==> config.mk <==
export PLATFORM = sky130hd
export DESIGN_NAME = grf_wb_arbiter
export DESIGN_NICKNAME = d
export VERILOG_FILES = /design/src/rtl/grf_wb_arbiter.sv
export SDC_FILE = /design/constraint.sdc
export NUM_CORES = 1
export LEC_CHECK = 0
export ABC_CLOCK_PERIOD_IN_PS = 4150
export BUFFER_PORTS_ARGS = -buffer_cell sky130_fd_sc_hd__buf_2
export CORE_UTILIZATION = 25
export DETAILED_ROUTE_END_ITERATION = 8
export GPL_TIMING_DRIVEN = 0
export SLEW_MARGIN = 25
export SYNTH_ARGS = -nofsm -noshare
export SYNTH_HDL_FRONTEND = slang
export SYNTH_SLANG_ARGS = --single-unit
==> constraint.sdc <==
create_clock -name clk -period 4.15 [get_ports clk]
set_clock_uncertainty 0.1 [all_clocks]
set_input_delay 0 -clock clk [delete_from_list [all_inputs] [get_ports clk]]
set_output_delay 0 -clock clk [all_outputs]
set_load 0.03 [all_outputs]
==> src/rtl/grf_wb_arbiter.sv <==
// Shares the GRF write port between the W stage (priority) and a buffered mult/div result path.
// Tracks pending destinations, squashes WAW-dead results and requests a stall on starvation.
module grf_wb_arbiter #(
   parameter int unsigned DEPTH        = 2,
   parameter int unsigned STARVE_LIMIT = 4
) (
   input  logic        clk,
   input  logic        reset,
   input  logic        p_we,
   input  logic [4:0]  p_a3,
   input  logic [31:0] p_wd,
   input  logic [31:0] p_pc,
   input  logic        m_valid,
   output logic        m_ready,
   input  logic [4:0]  m_a3,
   input  logic [31:0] m_wd,
   input  logic [31:0] m_pc,
   output logic        grf_we,
   output logic [4:0]  grf_a3,
   output logic [31:0] grf_wd,
   output logic [31:0] grf_wpc,
   output logic [31:0] busy,
   output logic        stall_req,
   output logic        proto_err,
   output logic [7:0]  squash_cnt
);

   localparam int unsigned AW = (DEPTH > 1) ? $clog2(DEPTH) : 1;
   localparam int unsigned SW = $clog2(STARVE_LIMIT + 1);

   logic [4:0]    a3_q [DEPTH];
   logic [31:0]   wd_q [DEPTH];
   logic [31:0]   pc_q [DEPTH];
   logic [DEPTH-1:0] vld_q, vld_d;
   logic [AW:0]   wptr_q, wptr_d, rptr_q, rptr_d;
   logic [SW-1:0] cnt_q, cnt_d;
   logic          stall_q, stall_d;
   logic          perr_q, perr_d;
   logic [7:0]    squash_q, squash_d;
   logic [31:0]   busy_q, busy_d;

   logic [AW-1:0] ridx, widx;
   logic          empty, full, head_live, accept, push, pop;
   logic [7:0]    sq_n;
   logic [8:0]    sq_tot;
   logic [4:0]    slot_a3;

   // Write-port mux, FIFO bookkeeping, squash and starvation logic
   always_comb begin
      ridx      = rptr_q[AW-1:0];
      widx      = wptr_q[AW-1:0];
      empty     = (wptr_q == rptr_q);
      full      = ((wptr_q - rptr_q) == (AW+1)'(DEPTH));
      head_live = !empty && vld_q[ridx];
      m_ready   = !reset && !full;
      accept    = m_valid && m_ready;
      push      = accept && (m_a3 != 5'd0);
      // A squashed head retires even under a P write
      pop       = !reset && !empty && (!vld_q[ridx] || !p_we);

      grf_we  = 1'b0;
      grf_a3  = 5'd0;
      grf_wd  = 32'd0;
      grf_wpc = 32'd0;
      if (!reset) begin
         if (p_we) begin
            grf_we  = 1'b1;
            grf_a3  = p_a3;
            grf_wd  = p_wd;
            grf_wpc = p_pc;
         end else if (head_live) begin
            grf_we  = 1'b1;
            grf_a3  = a3_q[ridx];
            grf_wd  = wd_q[ridx];
            grf_wpc = pc_q[ridx];
         end
      end

      vld_d = vld_q;
      sq_n  = 8'd0;
      if (p_we && (p_a3 != 5'd0)) begin
         for (int i = 0; i < int'(DEPTH); i++) begin
            if (vld_q[i] && (a3_q[i] == p_a3)) begin
               vld_d[i] = 1'b0;
               sq_n     = sq_n + 8'd1;
            end
         end
      end
      if (pop)  vld_d[ridx] = 1'b0;
      if (push) vld_d[widx] = 1'b1;

      busy_d  = 32'd0;
      slot_a3 = 5'd0;
      for (int i = 0; i < int'(DEPTH); i++) begin
         slot_a3 = (push && (AW'(i) == widx)) ? m_a3 : a3_q[i];
         if (vld_d[i]) busy_d[slot_a3] = 1'b1;
      end

      sq_tot   = {1'b0, squash_q} + 9'(sq_n);
      squash_d = sq_tot[8] ? 8'hFF : sq_tot[7:0];

      wptr_d = wptr_q + (AW+1)'(push);
      rptr_d = rptr_q + (AW+1)'(pop);

      cnt_d = cnt_q;
      if (empty || pop)
         cnt_d = '0;
      else if (head_live && p_we && (cnt_q != SW'(STARVE_LIMIT)))
         cnt_d = cnt_q + SW'(1);
      stall_d = !(empty || pop) && (cnt_d == SW'(STARVE_LIMIT));
      perr_d  = perr_q || (p_we && stall_q);
   end

   always_ff @(posedge clk) begin
      if (reset) begin
         vld_q    <= '0;
         wptr_q   <= '0;
         rptr_q   <= '0;
         cnt_q    <= '0;
         stall_q  <= 1'b0;
         perr_q   <= 1'b0;
         squash_q <= 8'd0;
         busy_q   <= 32'd0;
      end else begin
         vld_q    <= vld_d;
         wptr_q   <= wptr_d;
         rptr_q   <= rptr_d;
         cnt_q    <= cnt_d;
         stall_q  <= stall_d;
         perr_q   <= perr_d;
         squash_q <= squash_d;
         busy_q   <= busy_d;
      end
   end

   // Payload storage needs no reset; validity lives in vld_q
   always_ff @(posedge clk) begin
      if (push) begin
         a3_q[widx] <= m_a3;
         wd_q[widx] <= m_wd;
         pc_q[widx] <= m_pc;
      end
   end

   assign busy       = reset ? 32'd0 : busy_q;
   assign stall_req  = stall_q;
   assign proto_err  = perr_q;
   assign squash_cnt = squash_q;

endmodule

* After elaboration in Yosys (flattened, before gate mapping)
Memories as Yosys holds them, arrays and structs flattened. A register that Yosys moved wholly into a read port is not among the register bits. Index checks and enable logic that the tools add are counted.
Word-level totals: output and inout bits 113, register bits after elaboration 51, input bits 142, bits in latches 0, bits in writable memories 138, bits in read-only memories 0, memories kept 3, word-level logic and storage cells 110
Cells by class: bitwise gates (word level) 5, multipliers 0, magnitude comparators 8, add/subtract/negate cells 6, multiplexer cells 44, shift-type cells 0, divide/modulo/power cells 0, reduce and logical (&&, ||, !) cells 30, equality and inequality tests 6
Memory list:
- pc_q | words 2, bits a word 32, rd ports 1, clocked after memory_dff 1, wr ports 1, RTL line 33 | logic [31:0] pc_q [DEPTH];
- wd_q | words 2, bits a word 32, rd ports 1, clocked after memory_dff 1, wr ports 1, RTL line 32 | logic [31:0] wd_q [DEPTH];
- a3_q | words 2, bits a word 5, rd ports 3, clocked after memory_dff 1, wr ports 1, RTL line 31 | logic [4:0] a3_q [DEPTH];
Operators by type and width (count):
- 32-bit two-way mux | 9
- 8-bit two-way mux | 4
- 32-bit bitwise OR | 1
- 5-bit two-way mux | 5
- 1-bit logical AND | 19
- 1-bit two-way mux | 17
- 5-bit by 6-bit less-than comparator with 1-bit output (second input constant) | 2
- 1-bit demux with 5-bit select | 2
- 5-bit equality test | 2
- 5-bit by 1-bit >= comparator with 1-bit output (second input constant) | 2
- 5-bit nonzero test | 2
- 8-bit by 8-bit adder with 9-bit output | 1
- 8-bit by 1-bit adder with 8-bit output (second input constant) | 1
- 1-bit zero test | 6
- 2-bit two-way mux | 3
- 3-bit two-way mux | 2
- 2-bit by 1-bit adder with 2-bit output | 2
- 1-bit by 2-bit less-than comparator with 1-bit output (second input constant) | 2
- 3-bit by 1-bit adder with 3-bit output (second input constant) | 1
- 3-bit equality test (second input constant) | 1
- 1-bit logical OR | 3
- 3-bit != test (second input constant) | 1
- 2-bit bitwise AND | 1
- 1-bit demux with 1-bit select | 2
- 7 further kinds | 8

* Logic depth before layout (Yosys ltp)
word-level depth 15, depth in mapped cells 12, mapped depth without buffers 12

* Worst setup path after synthesis
OpenSTA, ideal clock, no wires.
path type reg-to-reg, start point reg wptr_q[0], end point reg busy_q[0], data required time 3975 ps, slack -184 ps, stages on the path, launching flop included 11, data arrival time 4158 ps, period minus slack after synthesis 4334 ps, setup time 75 ps, path buffers 3, cell sequence dfxtp_1 xnor2_1 a221o_1 buf_6 nor2_1 ha_1 clkbuf_1 clkbuf_1 mux2i_1 nand2_1 o22ai_1
On the way: word-level cells in the longest chain between the ends 15, elaborated cells between the ends (all ways) 36, classes of those cells add/sub (1); order compare (6); eq/ne (2); mux (12); bitwise (3); reduce/logical (12)
RTL lines:
- from (decl) | RTL line 35 | logic [AW:0] wptr_q, wptr_d, rptr_q, rptr_d;
- from (signal assigned) | RTL line 126 | wptr_q <= wptr_d;
- 2-bit subtractor | RTL line 53 | full = ((wptr_q - rptr_q) == (AW+1)'(DEPTH));
- 2-bit equality test | RTL line 53
- 1-bit zero test | RTL line 55 | m_ready = !reset && !full;
- 1-bit logical AND | RTL line 55
- 1-bit logical AND | RTL line 56 | accept = m_valid && m_ready;
- 1-bit logical AND | RTL line 57 | push = accept && (m_a3 != 5'd0);
- 1-bit logical AND | RTL line 95 | slot_a3 = (push && (AW'(i) == widx)) ? m_a3 : a3_q[i];
- 5-bit two-way mux | RTL line 95
- 5-bit by 6-bit less-than comparator with 1-bit output (not written as such) or 5-bit by 1-bit >= comparator with 1-bit output (tied branches) | RTL line 96 | if (vld_d[i]) busy_d[slot_a3] = 1'b1;
- 1-bit logical AND (not written as such) | RTL line 96
- 1-bit two-way mux (not written as such) | RTL line 96
- 1-bit demux with 5-bit select | RTL line 96
- 32-bit two-way mux | RTL line 96
- 32-bit bitwise OR (no source line)
- 32-bit two-way mux (*) | RTL line 96
- to (signal assigned) | RTL line 132 | busy_q <= busy_d;
- to (decl) | RTL line 40 | logic [31:0] busy_q, busy_d;
Every way passes the cells marked *; elsewhere a longest branch is shown, timed or not. A chain may end at the register's enable or synchronous reset.

* Worst setup path in the final report
start point in m_a3[4], end point reg busy_q[31]
On the way: word-level cells in the longest chain between the ends 11, elaborated cells between the ends (all ways) 20, classes of those cells order compare (4); mux (9); bitwise (1); reduce/logical (6)
RTL lines:
- from (decl) | RTL line 15 | input logic [4:0] m_a3,
- 5-bit nonzero test | RTL line 57
- 1-bit logical AND | RTL line 57
- 1-bit logical AND | RTL line 95
- 5-bit two-way mux | RTL line 95
- 5-bit by 6-bit less-than comparator with 1-bit output (not written as such) or 5-bit by 1-bit >= comparator with 1-bit output (tied branches) | RTL line 96
- 1-bit logical AND (not written as such) | RTL line 96
- 1-bit two-way mux (not written as such) | RTL line 96
- 1-bit demux with 5-bit select | RTL line 96
- 32-bit two-way mux | RTL line 96
- 32-bit bitwise OR (no source line)
- 32-bit two-way mux (*) | RTL line 96
Marked as above.

==> impl_summary.md <==
Outcome
The run finished with clean final reports.

Logic synthesis
By area the synthesized netlist is led by edfxtp_1, dfxtp_1, mux2i_1. The most common cell in the synthesized netlist is nor2_1. The xor and xnor fraction of the mapped netlist area is 0.0212.

The number of nets in the synthesized netlist is 928. In this run the cell area of the synthesized design comes to between 0.008 and 0.009 mm². The Yosys step of the flow raised 0 warnings. The commonest cells after synthesis are nor2_1, edfxtp_1, a21oi_1, mux2i_1, dfxtp_1. The cell count after synthesis came out at slightly below 800. Of the total synthesized cell area, the portion taken by AND, OR, NAND and NOR gates is 0.151. The synthesized-area fraction occupied by ao, oa, aoi and oai cells is 0.103. Of all cell types, the one taking the most synthesized area is edfxtp_1. The portion of synthesized area spent on multiplexers is 0.0872.

For this run, the leading register cell type out of synthesis is edfxtp_1. The register area share after synthesis is 0.598. The area share of the leading cell type in the synthesized netlist is 0.480.

In this run, synthesis produced a sequential element count of 189. Dividing the synthesized area by the synthesized cell count gives 11.1 µm². The number of flops mapped to enable cells by yosys is approximately 140. The async set-reset flop share out of synthesis is 0. By area, the combinational part of the netlist is dominated by simple AND/OR/NAND/NOR gates.

Of the total synthesized cell area, the portion taken by full adders, half adders and majority gates is 0.0139. The synthesized netlist contains between 40 and 50 unique library cells.

Global route
The via count of the first global-routing pass is roughly 7100. The largest net degree at the start of global routing is 43. After global routing the overflow that remains totals 0. The first global-routing pass estimated approximately 38 mm of wire. The overall track demand over capacity in global routing is 0.140. The number of antenna violations at the first check in global routing is 2.

Clocking
The maximum clock path buffer count is 2. After clock tree synthesis, the clock-pin slew on the worst setup and hold paths is roughly 80 ps. The number of gates resized after CTS was 0.

The clock tree synthesis step divided the H-tree into 4 levels. The clock latency reported for the late side of the worst-skew pair is between 400 and 500 ps. The TritonCTS clock tree is done. The tree built by TritonCTS fans out to between 150 and 200 sinks.

The root buffer cell is clkbuf_16. The number of buffers added by the clock tree synthesis step is 17.

Cells and area
The number of standard cells in the final layout excluding fillers is ~1600. The signed area change from the synthesized netlist to the final layout is 38.1%. The final layout contains roughly 1300 nets. Of the cells placed in the final design, the portion with a size suffix greater than 1 is 0.290. The filler cell count in the final layout is between 3000 and 4000.

Summing all non-filler instances in the final layout gives an area of 0.0119 mm².

Floorplanning
The initial utilization of the core area, before any placement, comes to 0.256. The horizontal die dimension is between 150 and 200 µm. The die covers approximately 0.035 mm². The number of placement rows is 67.

The core box area is 0.0338 mm². The vertical die dimension is approximately 190 µm. approximately 260 I/O pins were placed.

STA
The final critical-path share of the clock period is 0.924. The final hold violation count is 0. Hold is met by about 88 ps. The count of pins over their slew limit came to 0. The fmax is 261 MHz. Across all setup checks in the final design, the least slack found is between 300 and 400 ps. Setup violations remaining at the end of the flow were counted as 0.

In this run the tightest slew margin relative to its limit is 0.443. The worst-margin pin slew is 835 ps. The worst path needs approximately 3800 ps of the cycle, external delays included. Setup repair after global routing left no endpoint under its margin.

Placement
The total instance count after detailed placement is 1481. Input and output buffers added on the ports amount to 253. Summing all placed instances gives a cell area of around 0.011 mm². The congestion estimate from routability-driven global placement came to 0.848. Prior to clock tree synthesis, the placed netlist has a worst setup slack of 172 ps. The half-perimeter wire length after detailed placement is ~17 mm.

Worst setup path
STA classifies the critical path endpoint as a register. The worst setup path is launched from a primary input. The worst register-to-register path has a depth of 11. The worst endpoint required time is approximately 4300 ps. The worst flop-to-flop path startpoint is wptr_q[0]. The endpoint identified for the worst register-to-register timing path is busy_q[31]. The peak fanout along the critical path is 22. In this run the register-to-register setup slack is 350 ps. The critical path ends at busy_q[31]. The beginning of the critical path is m_a3[4]. The arrival time at the worst endpoint is 4020 ps. By startpoint and endpoint, the worst setup path is classified as primary input to register.

Drt
The average wire per standard cell is 15.7 µm. The detailed router's first-iteration violation count is ~410. The remaining antenna violation count is 0. The first-pass detailed-route iteration total is 6. After detailed routing, the number of vias per cell comes to ~4.5. The routed via count is between 7000 and 8000. The routed design has 24.9 mm of wire.

After detailed routing, the number of remaining DRC violations is 0.

Power
The total power divided by cell area is between 300 and 400 mW/mm². The leakage power total is 4.64 nW. IR analysis of the VDD net gives a maximum drop of approximately 0.28 mV.

Run
Across the run, the number of max-cap violations was 0.

Min path
The number of stages on the worst hold path is 5. The worst hold path class is primary input to register.
-- worst max-delay path, cell delays in order --
cell	delay, ps
dlygate4sd3_1	520
buf_2	120
clkbuf_1	360
nor3_1	140
a221o_1	370
buf_6	160
nor2_1	300
ha_4	470
clkbuf_1	370
and3b_1	230
a31oi_1	260
nor3_1	100
a21oi_2	430
o22ai_1	180
-- routing by layer --
metal / vias up / part of all wire / GRT usage
met5: - / 0 / 0
met4: 0 / 0.013 / 0.0400
met3: 23 / 0.047 / 0.0273
met2: 222 / 0.51 / 0.248
met1: 3478 / 0.43 / 0.171
li1: 3481 / - / -
-- registers in the layout, summed over array words and instances (netlist names), 2 cells and up --
register / flops
wptr_q: 2
wd_q: 64
a3_q: 10
squash_cnt: 8
cnt_q: 3
vld_q: 2
rptr_q: 2
pc_q: 64
busy_q: 32
-- cells in the final DEF (no fill, tap or decap), types with 17 or more instances in the layout --
cell type | synthesis | layout
mux2i_1 | 73 | 73
nor3_1 | 20 | 20
nor2b_1 | 36 | 36
clkbuf_1 | 19 | 19
nor2_1 | 152 | 152
nand2_1 | 32 | 32
buf_2 | 16 | 269
edfxtp_1 | 138 | 138
dlygate4sd3_1 | 0 | 71
a21oi_1 | 89 | 89
dfxtp_1 | 51 | 51
o22ai_1 | 32 | 32
clkbuf_16 | 0 | 17
-- cell families (layout without fill, tap and decap cells) --
logic type | Yosys count | count (layout)
other cells | 0 | 2
compound gates | 153 | 153
flops | 189 | 189
fa+ha+maj | 9 | 9
mux | 75 | 75
buf+inv | 53 | 414
simple gates | 278 | 278
xor+xnor | 20 | 20
-- metrics by stage --
step	setup TNS (ps)	power (mW)	util
after global routing	0	4.85	0.353
after CTS	0	4.68	0.352
after detailed placement	0	2.90	0.312
final	0	4.64	0.353
after floorplan	0	2.64	-
after global placement	-15000	2.88	0.310
-- worst min path at each step --
stage / startpoint / to / slack (ps)
floorplan: reset / cnt_q[2] / -10
global placement: m_wd[19] / wd_q[1][19] / 90
detailed placement: m_wd[21] / wd_q[0][21] / 90
CTS: p_we / vld_q[0] / 110
global route: p_we / vld_q[0] / 130
finish: p_we / vld_q[0] / 90
-- power by group --
group          total [mW]  switching, mW  internal, mW
registers            2.12         0.0245          2.10
clock network        1.73          0.806         0.922
logic               0.789          0.475         0.314
total                4.64           1.31          3.33
-- repair_timing --
action                                  in CTS  in global routing
endpoints found under the setup margin       0                 30
setup buffers                                0                  2
hold endpoints to repair                   142                  0
hold buffers                                71                  0
-- layout make-up --
| cell class | instances | area [µm²] | share of cell area |
|---|---|---|---|
| Antenna cell | 2 | 5.00 | 0.000420 |
| Clock buffer | 17 | 425 | 0.0357 |
| Multi-Input combinational cell | 535 | 3280 | 0.275 |
| Sequential cell | 189 | 5160 | 0.433 |
| Timing Repair Buffer | 329 | 2070 | 0.173 |
| Clock inverter | 15 | 198 | 0.0166 |
| Tap cell | 448 | 561 | 0.0470 |
| Inverter | 11 | 41.3 | 0.00346 |
| Buffer | 42 | 185 | 0.0155 |
No activity file was read; power rests on OpenSTA's default activity.
